<file path="config.mk">
export PLATFORM = sky130hd
export DESIGN_NAME = parking_lot_multi
export DESIGN_NICKNAME = d
export VERILOG_FILES = /design/src/rtl/parking_pkg.sv /design/src/rtl/parking_gate_fsm.sv /design/src/rtl/parking_lot_multi.sv
export SDC_FILE = /design/constraint.sdc
export NUM_CORES = 1
export LEC_CHECK = 0
export CORE_ASPECT_RATIO = 0.8
export CORE_MARGIN = 1.5
export CORE_UTILIZATION = 40
export CTS_CLUSTER_SIZE = 40
export DETAILED_ROUTE_END_ITERATION = 12
export PLACE_DENSITY_LB_ADDON = 0.1
export SETUP_SLACK_MARGIN = 0.5
export SLEW_MARGIN = 20
export SYNTH_ARGS = -nofsm -noshare
export SYNTH_HDL_FRONTEND = slang
export SYNTH_HIERARCHICAL = 1
export SYNTH_SLANG_ARGS = --single-unit
</file>
<file path="constraint.sdc">
create_clock -name clock -period 3.3 [get_ports clock]
set_input_delay 0.66 -clock clock [delete_from_list [all_inputs] [get_ports clock]]
set_output_delay 0.66 -clock clock [all_outputs]
set_load 0.01 [all_outputs]
</file>
<file path="src/rtl/parking_pkg.sv">
`default_nettype none
// ============================================================================
// Module   : parking_pkg
// Purpose  : Shared gate-FSM state encoding and sizing constants for the
//            multi-gate parking lot occupancy counter.
// Revision : 1.0 - initial release
// ============================================================================
package parking_pkg;

    localparam int MAX_GATES = 8;

    typedef enum logic [2:0] {
        GS_IDLE  = 3'd0,
        GS_EN_A  = 3'd1,
        GS_EN_AB = 3'd2,
        GS_EN_B  = 3'd3,
        GS_EX_B  = 3'd4,
        GS_EX_AB = 3'd5,
        GS_EX_A  = 3'd6
    } gate_state_t;

    // Number of set bits in a gate vector; at most MAX_GATES, so 4 bits suffice.
    function automatic logic [3:0] popcount_gates(input logic [MAX_GATES-1:0] v);
        logic [3:0] n;
        n = 4'd0;
        for (int i = 0; i < MAX_GATES; i++) begin
            n = n + {3'd0, v[i]};
        end
        return n;
    endfunction

endpackage
`default_nettype wire

</file>
<file path="src/rtl/parking_gate_fsm.sv">
`default_nettype none
// ============================================================================
// Module   : parking_gate_fsm
// Purpose  : One gate's a/b sensor sequencer; strobes done_enter/done_exit
//            combinationally on the edge that completes a passage.
// Revision : 1.0 - initial release
// ============================================================================
module parking_gate_fsm
    import parking_pkg::*;
(
    input  logic clock,
    input  logic reset,
    input  logic a,
    input  logic b,
    output logic done_enter,
    output logic done_exit
);

    gate_state_t r_state;
    gate_state_t w_next;

    always_ff @(posedge clock or posedge reset) begin
        if (reset) begin
            r_state <= GS_IDLE;
        end else begin
            r_state <= w_next;
        end
    end

    // Exit states mirror the entry states with the roles of a and b swapped.
    always_comb begin
        w_next     = r_state;
        done_enter = 1'b0;
        done_exit  = 1'b0;
        case (r_state)
            GS_IDLE: begin
                if (a && !b)      w_next = GS_EN_A;
                else if (!a && b) w_next = GS_EX_B;
            end
            GS_EN_A: begin
                if (!a)     w_next = GS_IDLE;
                else if (b) w_next = GS_EN_AB;
            end
            GS_EN_AB: begin
                case ({a, b})
                    2'b00:   w_next = GS_IDLE;
                    2'b01:   w_next = GS_EN_B;
                    2'b10:   w_next = GS_EN_A;
                    default: w_next = GS_EN_AB;
                endcase
            end
            GS_EN_B: begin
                if (!a && !b) begin
                    w_next     = GS_IDLE;
                    done_enter = 1'b1;
                end else if (a) begin
                    w_next = GS_EN_AB;
                end
            end
            GS_EX_B: begin
                if (!b)     w_next = GS_IDLE;
                else if (a) w_next = GS_EX_AB;
            end
            GS_EX_AB: begin
                case ({a, b})
                    2'b00:   w_next = GS_IDLE;
                    2'b10:   w_next = GS_EX_A;
                    2'b01:   w_next = GS_EX_B;
                    default: w_next = GS_EX_AB;
                endcase
            end
            GS_EX_A: begin
                if (!a && !b) begin
                    w_next    = GS_IDLE;
                    done_exit = 1'b1;
                end else if (b) begin
                    w_next = GS_EX_AB;
                end
            end
            default: w_next = GS_IDLE;
        endcase
    end

endmodule
`default_nettype wire

</file>
<file path="src/rtl/parking_lot_multi.sv">
`default_nettype none
// ============================================================================
// Module   : parking_lot_multi
// Purpose  : Multi-gate parking lot occupancy counter with saturating count,
//            per-gate entry/exit pulses and overflow/underflow flags.
// Revision : 1.0 - initial release
// ============================================================================
module parking_lot_multi
    import parking_pkg::*;
#(
    parameter int N_GATES  = 2,
    parameter int CAPACITY = 25,
    parameter int CW       = $clog2(CAPACITY + 1)
) (
    input  logic               clock,
    input  logic               reset,
    input  logic [N_GATES-1:0] a,
    input  logic [N_GATES-1:0] b,
    output logic [N_GATES-1:0] enter,
    output logic [N_GATES-1:0] exit,
    output logic [CW-1:0]      count,
    output logic               full,
    output logic               empty,
    output logic               overflow,
    output logic               underflow
);

    localparam int SW = CW + 4;

    logic [N_GATES-1:0]   w_done_enter;
    logic [N_GATES-1:0]   w_done_exit;
    logic [MAX_GATES-1:0] w_enter_vec;
    logic [MAX_GATES-1:0] w_exit_vec;
    logic [3:0]           w_n_enter;
    logic [3:0]           w_n_exit;
    logic signed [SW-1:0] w_sum;
    logic [CW-1:0]        w_next_count;
    logic                 w_ovf;
    logic                 w_unf;

    logic [N_GATES-1:0]   r_enter;
    logic [N_GATES-1:0]   r_exit;
    logic [CW-1:0]        r_count;
    logic                 r_ovf;
    logic                 r_unf;

    generate
        for (genvar gi = 0; gi < N_GATES; gi++) begin : g_gate
            parking_gate_fsm u_gate (
                .clock      (clock),
                .reset      (reset),
                .a          (a[gi]),
                .b          (b[gi]),
                .done_enter (w_done_enter[gi]),
                .done_exit  (w_done_exit[gi])
            );
        end
    endgenerate

    // Entries and exits are netted first, then the result is saturated.
    always_comb begin
        w_enter_vec                = '0;
        w_exit_vec                 = '0;
        w_enter_vec[N_GATES-1:0]   = w_done_enter;
        w_exit_vec[N_GATES-1:0]    = w_done_exit;
        w_n_enter                  = popcount_gates(w_enter_vec);
        w_n_exit                   = popcount_gates(w_exit_vec);
        w_sum = $signed({4'b0000, r_count})
              + $signed({{(SW-4){1'b0}}, w_n_enter})
              - $signed({{(SW-4){1'b0}}, w_n_exit});
        w_next_count = w_sum[CW-1:0];
        w_ovf        = 1'b0;
        w_unf        = 1'b0;
        if (w_sum[SW-1]) begin
            w_next_count = '0;
            w_unf        = 1'b1;
        end else if (w_sum > $signed(SW'(CAPACITY))) begin
            w_next_count = CW'(CAPACITY);
            w_ovf        = 1'b1;
        end
    end

    always_ff @(posedge clock or posedge reset) begin
        if (reset) begin
            r_enter <= '0;
            r_exit  <= '0;
            r_count <= '0;
            r_ovf   <= 1'b0;
            r_unf   <= 1'b0;
        end else begin
            r_enter <= w_done_enter;
            r_exit  <= w_done_exit;
            r_count <= w_next_count;
            r_ovf   <= w_ovf;
            r_unf   <= w_unf;
        end
    end

    assign enter     = r_enter;
    assign exit      = r_exit;
    assign count     = r_count;
    assign overflow  = r_ovf;
    assign underflow = r_unf;
    assign full      = (r_count == CW'(CAPACITY));
    assign empty     = (r_count == '0);

endmodule
`default_nettype wire

</file>
==> results of run 1 <==
==> critical path: cells and delay by family <==
family	cells	cell delay (ps)
buf+inv	7	480
simple gates	6	940
fa+ha+maj	5	1500
==> what timing repair did <==
action,in CTS,in global routing
setup endpoints to repair,7,7
resized for setup,29,1
buffers inserted,9,0
pin swaps,15,10
==> area by class of cell <==
class	count	area share [%]
clock buffer	4	2.13
timing repair buffer	51	20.0
tap	42	2.49
multi-input combinational	118	49.8
inverter	24	5.51
sequential	17	20.1
==> per-layer routing <==
layer  GRT usage (%)  vias up  part of all wire (%)
met5               0        -                     0
met4            7.01        0                   1.4
met3            1.91        6                   2.4
met2            31.5       28                    51
met1            22.2      645                    46
li1                -      676                     -
==> sequential cells by signal, indices dropped and copies added, names as in the netlist <==
register	count
enter	2
g_gate.u_gate/r_state	6
count	5
underflow	1
exit	2
overflow	1
==> power by group through the flow <==
stage	sequential (W)	combinational (W)	clock (W)
after floorplan	0.000334	0.000735	0
after global placement	0.000333	0.000995	0
after detailed placement	0.000338	0.00102	0
after CTS	0.000335	0.00108	0.000159
after global routing	0.000342	0.00120	0.000169
final	0.000334	0.00109	0.000154
==> layout by cell type (no fill, tap or decap), types with 2 or more instances in the layout <==
master / count
sky130_fd_sc_hd__buf_4: 32
sky130_fd_sc_hd__dfrtp_1: 17
sky130_fd_sc_hd__inv_1: 16
sky130_fd_sc_hd__ha_1: 15
sky130_fd_sc_hd__clkdlybuf4s50_1: 14
sky130_fd_sc_hd__a31oi_1: 11
sky130_fd_sc_hd__nor2_1: 10
sky130_fd_sc_hd__nand2_1: 8
sky130_fd_sc_hd__a21oi_1: 6
sky130_fd_sc_hd__nand2b_1: 6
sky130_fd_sc_hd__nor3b_1: 5
sky130_fd_sc_hd__inv_2: 4
sky130_fd_sc_hd__nor3b_2: 4
sky130_fd_sc_hd__o21ai_0: 4
sky130_fd_sc_hd__o31ai_1: 3
sky130_fd_sc_hd__nand3_1: 3
sky130_fd_sc_hd__ha_4: 3
sky130_fd_sc_hd__clkbuf_8: 3
sky130_fd_sc_hd__buf_2: 3
sky130_fd_sc_hd__nor2b_1: 2
sky130_fd_sc_hd__o211ai_1: 2
sky130_fd_sc_hd__fa_2: 2
sky130_fd_sc_hd__nand2b_4: 2
sky130_fd_sc_hd__mux4_2: 2
sky130_fd_sc_hd__inv_4: 2
sky130_fd_sc_hd__or4_1: 2
sky130_fd_sc_hd__a211oi_1: 2
sky130_fd_sc_hd__nor4_1: 2
sky130_fd_sc_hd__o21ai_1: 2
sky130_fd_sc_hd__o2bb2ai_1: 2
sky130_fd_sc_hd__a31o_1: 2
==> cell families after synthesis <==
logic type	after synthesis
AND/OR/NAND/NOR	52
XOR/XNOR	3
flip-flops	17
adder cells (fa/ha/maj)	21
multiplexers	2
buffers and inverters	34
AO/OA/AOI/OAI	40
==> final timing paths <==
kind,startpoint,cells past startpoint,slack [ps],endpoint
hold reg to reg,g_gate[0].u_gate/r_state[2],1,490,enter[0]
setup reg to reg,g_gate[1].u_gate/r_state[1],14,270,count[2]
max in group asynchronous,reset,2,2150,count[0]
hold / removal,g_gate[0].u_gate/r_state[2],1,490,enter[0]
min in group asynchronous,reset,2,680,g_gate[0].u_gate/r_state[2]
setup / recovery,b[1],18,-120,count[2]
==> per-stage QoR <==
stage	worst slack (ps)	utilization [%]
after floorplan	-44.4	-
after global placement	-730	55.4
after detailed placement	-802	55.4
after CTS	-121	59.5
after global routing	-228	59.7
final	-120	59.7
==> out/results.ini, run 1 <==
[placement]
gp_congestion = 0.846
numPlacedInstances = 243
detailedPlacementHpwl_mm = 2.69
placement_cell_area_mm2 = 0.00196
port_buffers = 18

[timing]
maxSlewHeadroom_pct = 68.7
tightest_slew_ps = 469
unrepaired_setup_endpoints_after_global_routing = true
setup_viol_count_final = 6
max_slew_violation_count = 0
hold-worst-slack_ps = 491
finalClockSkew_ps = 2.35
post-route-period-util_pct = 104
period_minus_slack_ps = 3420
upper_clock_frequency_limit_ghz = 0.292
fin_tns_setup_ps = -452
final_hold_viol_count = 0
final_critical_path_setup_slack_ps = -120

[clocking]
cts.hold.buffers_added = 0
clock-sinks = 17
cts_max_path_buffers = 2
tritoncts_clock_tree = done
clk_pin_slew_ps = 70
ctsHtreeMaxLevel = 1
cts_made_buffers = 3
clk_latency_ps = 250
cts_root_buf = sky130_fd_sc_hd__clkbuf_8

[global_route]
antenna_violations_before_repair = 0
first_pass_grt_wire_length_mm = 5.88
grt.total_usage_pct = 17.7
largest_net_degree_at_the_start_of_global_routing = 18
vias_in_the_first_global_route = 1366
globalRoute.totalOverflow = 0

[drt]
drt-vias-per-instance = 5.29
via_count = 1355
first_drt_iteration_drcs = 74
detail_route.wl_per_cell_um = 13.2
drt-total-wl_mm = 3.39
drt_pass1_iterations = 4
drt.antenna.violating_nets = 0
drc_errors = 0

[critical_path]
cpMostUsedCell = sky130_fd_sc_hd__inv_2
max_stage_delay_ps = 520
crit_path_category = input port to flip-flop
critical_path_peak_fanout = 5
startpoint_type = input port
crit_slowest_cell = sky130_fd_sc_hd__fa_1
cp_data_arrival_time_ps = 3590
cp-end-kind = flip-flop
worstPathCellList = buf_6 -> buf_8 -> inv_16 -> ha_4 -> nand2_4 -> nor3b_2 -> inv_1 -> fa_1 -> inv_2 -> fa_2 -> inv_2 -> ha_4 -> inv_2 -> fa_2 -> nor3_4 -> or4_4 -> and2_4 -> nor3b_2
worst-endpoint-required_ps = 3470

[logic_synthesis]
synth_largest_area_cell = sky130_fd_sc_hd__dfrtp_1
asyncSetResetFlopFracSynth_pct = 100
yosysWarningCount = 6
synth.area.top_cells = sky130_fd_sc_hd__dfrtp_1, sky130_fd_sc_hd__ha_1, sky130_fd_sc_hd__inv_1
yosys.area.top_type_share_pct = 27.8
synth.mux.area_fraction_pct = 2.95
synthesized_area_fraction_occupied_by_xor_and_xnor_cells_pct = 1.72
synth_edf_count = 0
ys_top_cells_by_count = sky130_fd_sc_hd__inv_1, sky130_fd_sc_hd__ha_1, sky130_fd_sc_hd__dfrtp_1
synth.avg_cell_area_um2 = 9.04
synthesis.nets = 196
cells_after_synthesis = 169
number_of_library_cell_types_mapped_by_synthesis = 39
post_synth_fa_ha_maj_area_fraction_pct = 18.7
synth_area_mm2 = 0.00153
synth_simple_gate_area_share_pct = 20.8
synth_most_common_cell = sky130_fd_sc_hd__inv_1
synth-seq-cells = 17
synth.yosys.seq_area_share_pct = 27.8
synth_top_family_by_area = simple AND/OR/NAND/NOR gates
postSynth.topFlopCell = sky130_fd_sc_hd__dfrtp_1
compound_cell_area_share_of_the_yosys_netlist_pct = 18.3

[layout]
finalInstanceArea_mm2 = 0.00211
fillers = 303
final-instance-count-excl-fill = 256
synthToLayoutAreaGrowth_pct = 38.3
multi_input_area_mm2 = 0.00105
final-seq-area_um2 = 425
layout.nets = 242
drive_gt1_share_pct = 33.6
antennaDiodeCount = 0

[power]
switching_share_of_power_pct = 43.7
cellLeakagePower_nw = 0.953
power.density_mw_per_mm2 = 746
power.ir.vdd_worst_uv = 310
pwr-share-clk_pct = 9.8
power.combinational.fraction_pct = 69.0
power.internal_w = 0.000887
post-layout-total-power_w = 0.00158
share_seq_of_total_power_pct = 21.2
total_switching_power_w = 0.000689

[floorplanning]
die_h_um = 58.3
design.die.area_mm2 = 0.00420
floorplan.rows = 19
start_util_pct = 43.1
die_w_um = 72.1
core_area_mm2 = 0.00354
io_pins = 19

[status]
run_status = finished, violations left
violations = setup timing

[worst_hold_path]
worstHoldPathType = flip-flop to flip-flop

[job]
cap_violations = 0

No activity file was read; power rests on OpenSTA's default activity.
==> run 2, diff against run 1 <==
--- a/config.mk
+++ b/config.mk
@@ -10,6 +10,7 @@
 export CORE_UTILIZATION = 40
 export CTS_CLUSTER_SIZE = 40
 export DETAILED_ROUTE_END_ITERATION = 12
+export MAX_ROUTING_LAYER = met4
 export PLACE_DENSITY_LB_ADDON = 0.1
 export SETUP_SLACK_MARGIN = 0.5
 export SLEW_MARGIN = 20
==> constraint.sdc (replaced) <==
create_clock -name clock -period 3.3 [get_ports clock]
set_input_delay 0.33 -clock clock [delete_from_list [all_inputs] [get_ports clock]]
set_output_delay 0.33 -clock clock [all_outputs]
set_load 0.01 [all_outputs]
==> run 2 against run 1 <==
Via count decreased by 2.1%. Cell area decreased by 3.7%. Sequential power increased by 1%. Register-to-register slack improved by 50 ps. The flow now finishes without violations. Die area unchanged.
==> out/results.ini, run 2 (synthesis results as in run 1) <==
[status]
run_status = finished clean

[clocking]
clock-sinks = 17
clk_latency_ps = 250
cts_max_path_buffers = 2
clk_pin_slew_ps = 70
cts_made_buffers = 3
ctsHtreeMaxLevel = 1
tritoncts_clock_tree = done
cts_root_buf = sky130_fd_sc_hd__clkbuf_8
cts.hold.buffers_added = 0

[floorplanning]
start_util_pct = 43.1
core_area_mm2 = 0.00354
floorplan.rows = 19
die_w_um = 72.1
die_h_um = 58.3
design.die.area_mm2 = 0.00420
io_pins = 19

[timing]
period_minus_slack_ps = 2980
final_hold_viol_count = 0
max_slew_violation_count = 0
maxSlewHeadroom_pct = 70.5
upper_clock_frequency_limit_ghz = 0.335
post-route-period-util_pct = 90.5
fin_tns_setup_ps = 0
finalClockSkew_ps = 6.02
unrepaired_setup_endpoints_after_global_routing = true
tightest_slew_ps = 442
setup_viol_count_final = 0

[critical_path]
cp-end-kind = flip-flop
reg2reg_from = g_gate[1].u_gate/r_state[1]
max_stage_delay_ps = 490
ff2ff_setup_slack_ps = 320
cpMostUsedCell = sky130_fd_sc_hd__inv_2
crit_slowest_cell = sky130_fd_sc_hd__fa_1
startpoint_type = flip-flop
worstPathBufferInverterCount = 4
timing.critical_path.max_delay_family = adder cells
worstPathCellList = nand2_4 -> nor3b_4 -> inv_1 -> fa_1 -> inv_2 -> fa_2 -> inv_2 -> ha_4 -> inv_2 -> fa_2 -> nor3_4 -> o31ai_1 -> and2_4 -> nor3b_2
crit_path_category = flip-flop to flip-flop
worst-r2r-cell-count = 14
worst-endpoint-required_ps = 3440
rr_endpoint = count[2]
cp_data_arrival_time_ps = 3120
critical_path_peak_fanout = 5

[drt]
via_count = 1326
drt-vias-per-instance = 5.28
drc_errors = 0
first_drt_iteration_drcs = 35
drt.antenna.violating_nets = 0
detail_route.wl_per_cell_um = 13.7
drt_pass1_iterations = 4
drt-total-wl_mm = 3.44

[global_route]
use_met2_pct = 29.9
vias_in_the_first_global_route = 1269
largest_net_degree_at_the_start_of_global_routing = 18
antenna_violations_before_repair = 0
global_route.usage.met3_pct = 2.61
gr_util_met1_pct = 25.3
grt.total_usage_pct = 18.9
grt.busiest_layer = met2
first_pass_grt_wire_length_mm = 5.93
globalRoute.totalOverflow = 0

[layout]
final_common_cell = sky130_fd_sc_hd__buf_4
layout.cells.most_common_list = sky130_fd_sc_hd__buf_4, sky130_fd_sc_hd__inv_1, sky130_fd_sc_hd__dfrtp_1, sky130_fd_sc_hd__ha_1, sky130_fd_sc_hd__clkdlybuf4s50_1
drive_gt1_share_pct = 30.6
layout.core_utilization_pct = 57.5
layout.nets = 237
multi_input_area_mm2 = 0.00104
antennaDiodeCount = 0
largest_reg_flops = 6
regMostFlops = g_gate.u_gate/r_state
finalInstanceArea_mm2 = 0.00204
fillers = 318
synthToLayoutAreaGrowth_pct = 33.3
final-seq-area_um2 = 425

[power]
power.ir.vdd_worst_uv = 321
power.density_mw_per_mm2 = 761
cellLeakagePower_nw = 0.920

[placement]
gp_congestion = 0.906
placement_cell_area_mm2 = 0.00192
detailedPlacementHpwl_mm = 2.67
port_buffers = 18

[job]
cap_violations = 0

[worst_hold_path]
worstHoldPathType = input port to async pin

-- run 2: worst max path at each step --
| stage | from | endpoint | slack (ps) | cells after the start |
|---|---|---|---|---|
| floorplan | g_gate[1].u_gate/r_state[0] | count[2] | 280 | 15 |
| global placement | a[1] | count[0] | -350 | 16 |
| detailed placement | a[1] | count[0] | -430 | 16 |
| finish | g_gate[1].u_gate/r_state[1] | count[2] | 320 | 14 |
| global route | b[0] | count[2] | 180 | 17 |
| CTS | g_gate[1].u_gate/r_state[1] | count[2] | 280 | 14 |
-- run 2: routing by layer --
| layer | part of all wire, % | up-vias |
|---|---|---|
| li1 | - | 667 |
| met1 | 47 | 625 |
| met2 | 49 | 28 |
| met3 | 2.8 | 6 |
| met4 | 1.4 | 0 |
| met5 | 0 | - |
-- run 2: final cells by class --
class	count	area share, %
tap	42	2.58
multi-input combinational	118	51.2
sequential	17	20.9
inverter	24	4.92
clock buffer	4	2.21
timing repair buffer	46	18.2
-- run 2: what timing repair did --
item                                   4_1_cts  5_1_grt
gates resized for setup                     22        1
endpoints found under the hold margin        0        0
pin swaps                                   12        7
setup endpoints to repair                    7        6
setup buffers                                5        2
-- run 2: per-stage QoR --
step	power (W)	hold slack (ps)	setup WS, ps	cells
2_1_floorplan	0.00113	83.6	277	169
3_3_place_gp	0.00132	445	-348	240
3_5_place_dp	0.00135	455	-435	240
4_1_cts	0.00154	307	277	249
5_1_grt	0.00168	337	177	251
6_report	0.00155	305	315	251
-- run 2: report_power, final --
part           total, W  switching [W]  internal [W]
registers      0.000338      0.0000600      0.000278
clock network  0.000159      0.0000734     0.0000857
logic           0.00105       0.000543      0.000509
total           0.00155       0.000676      0.000873
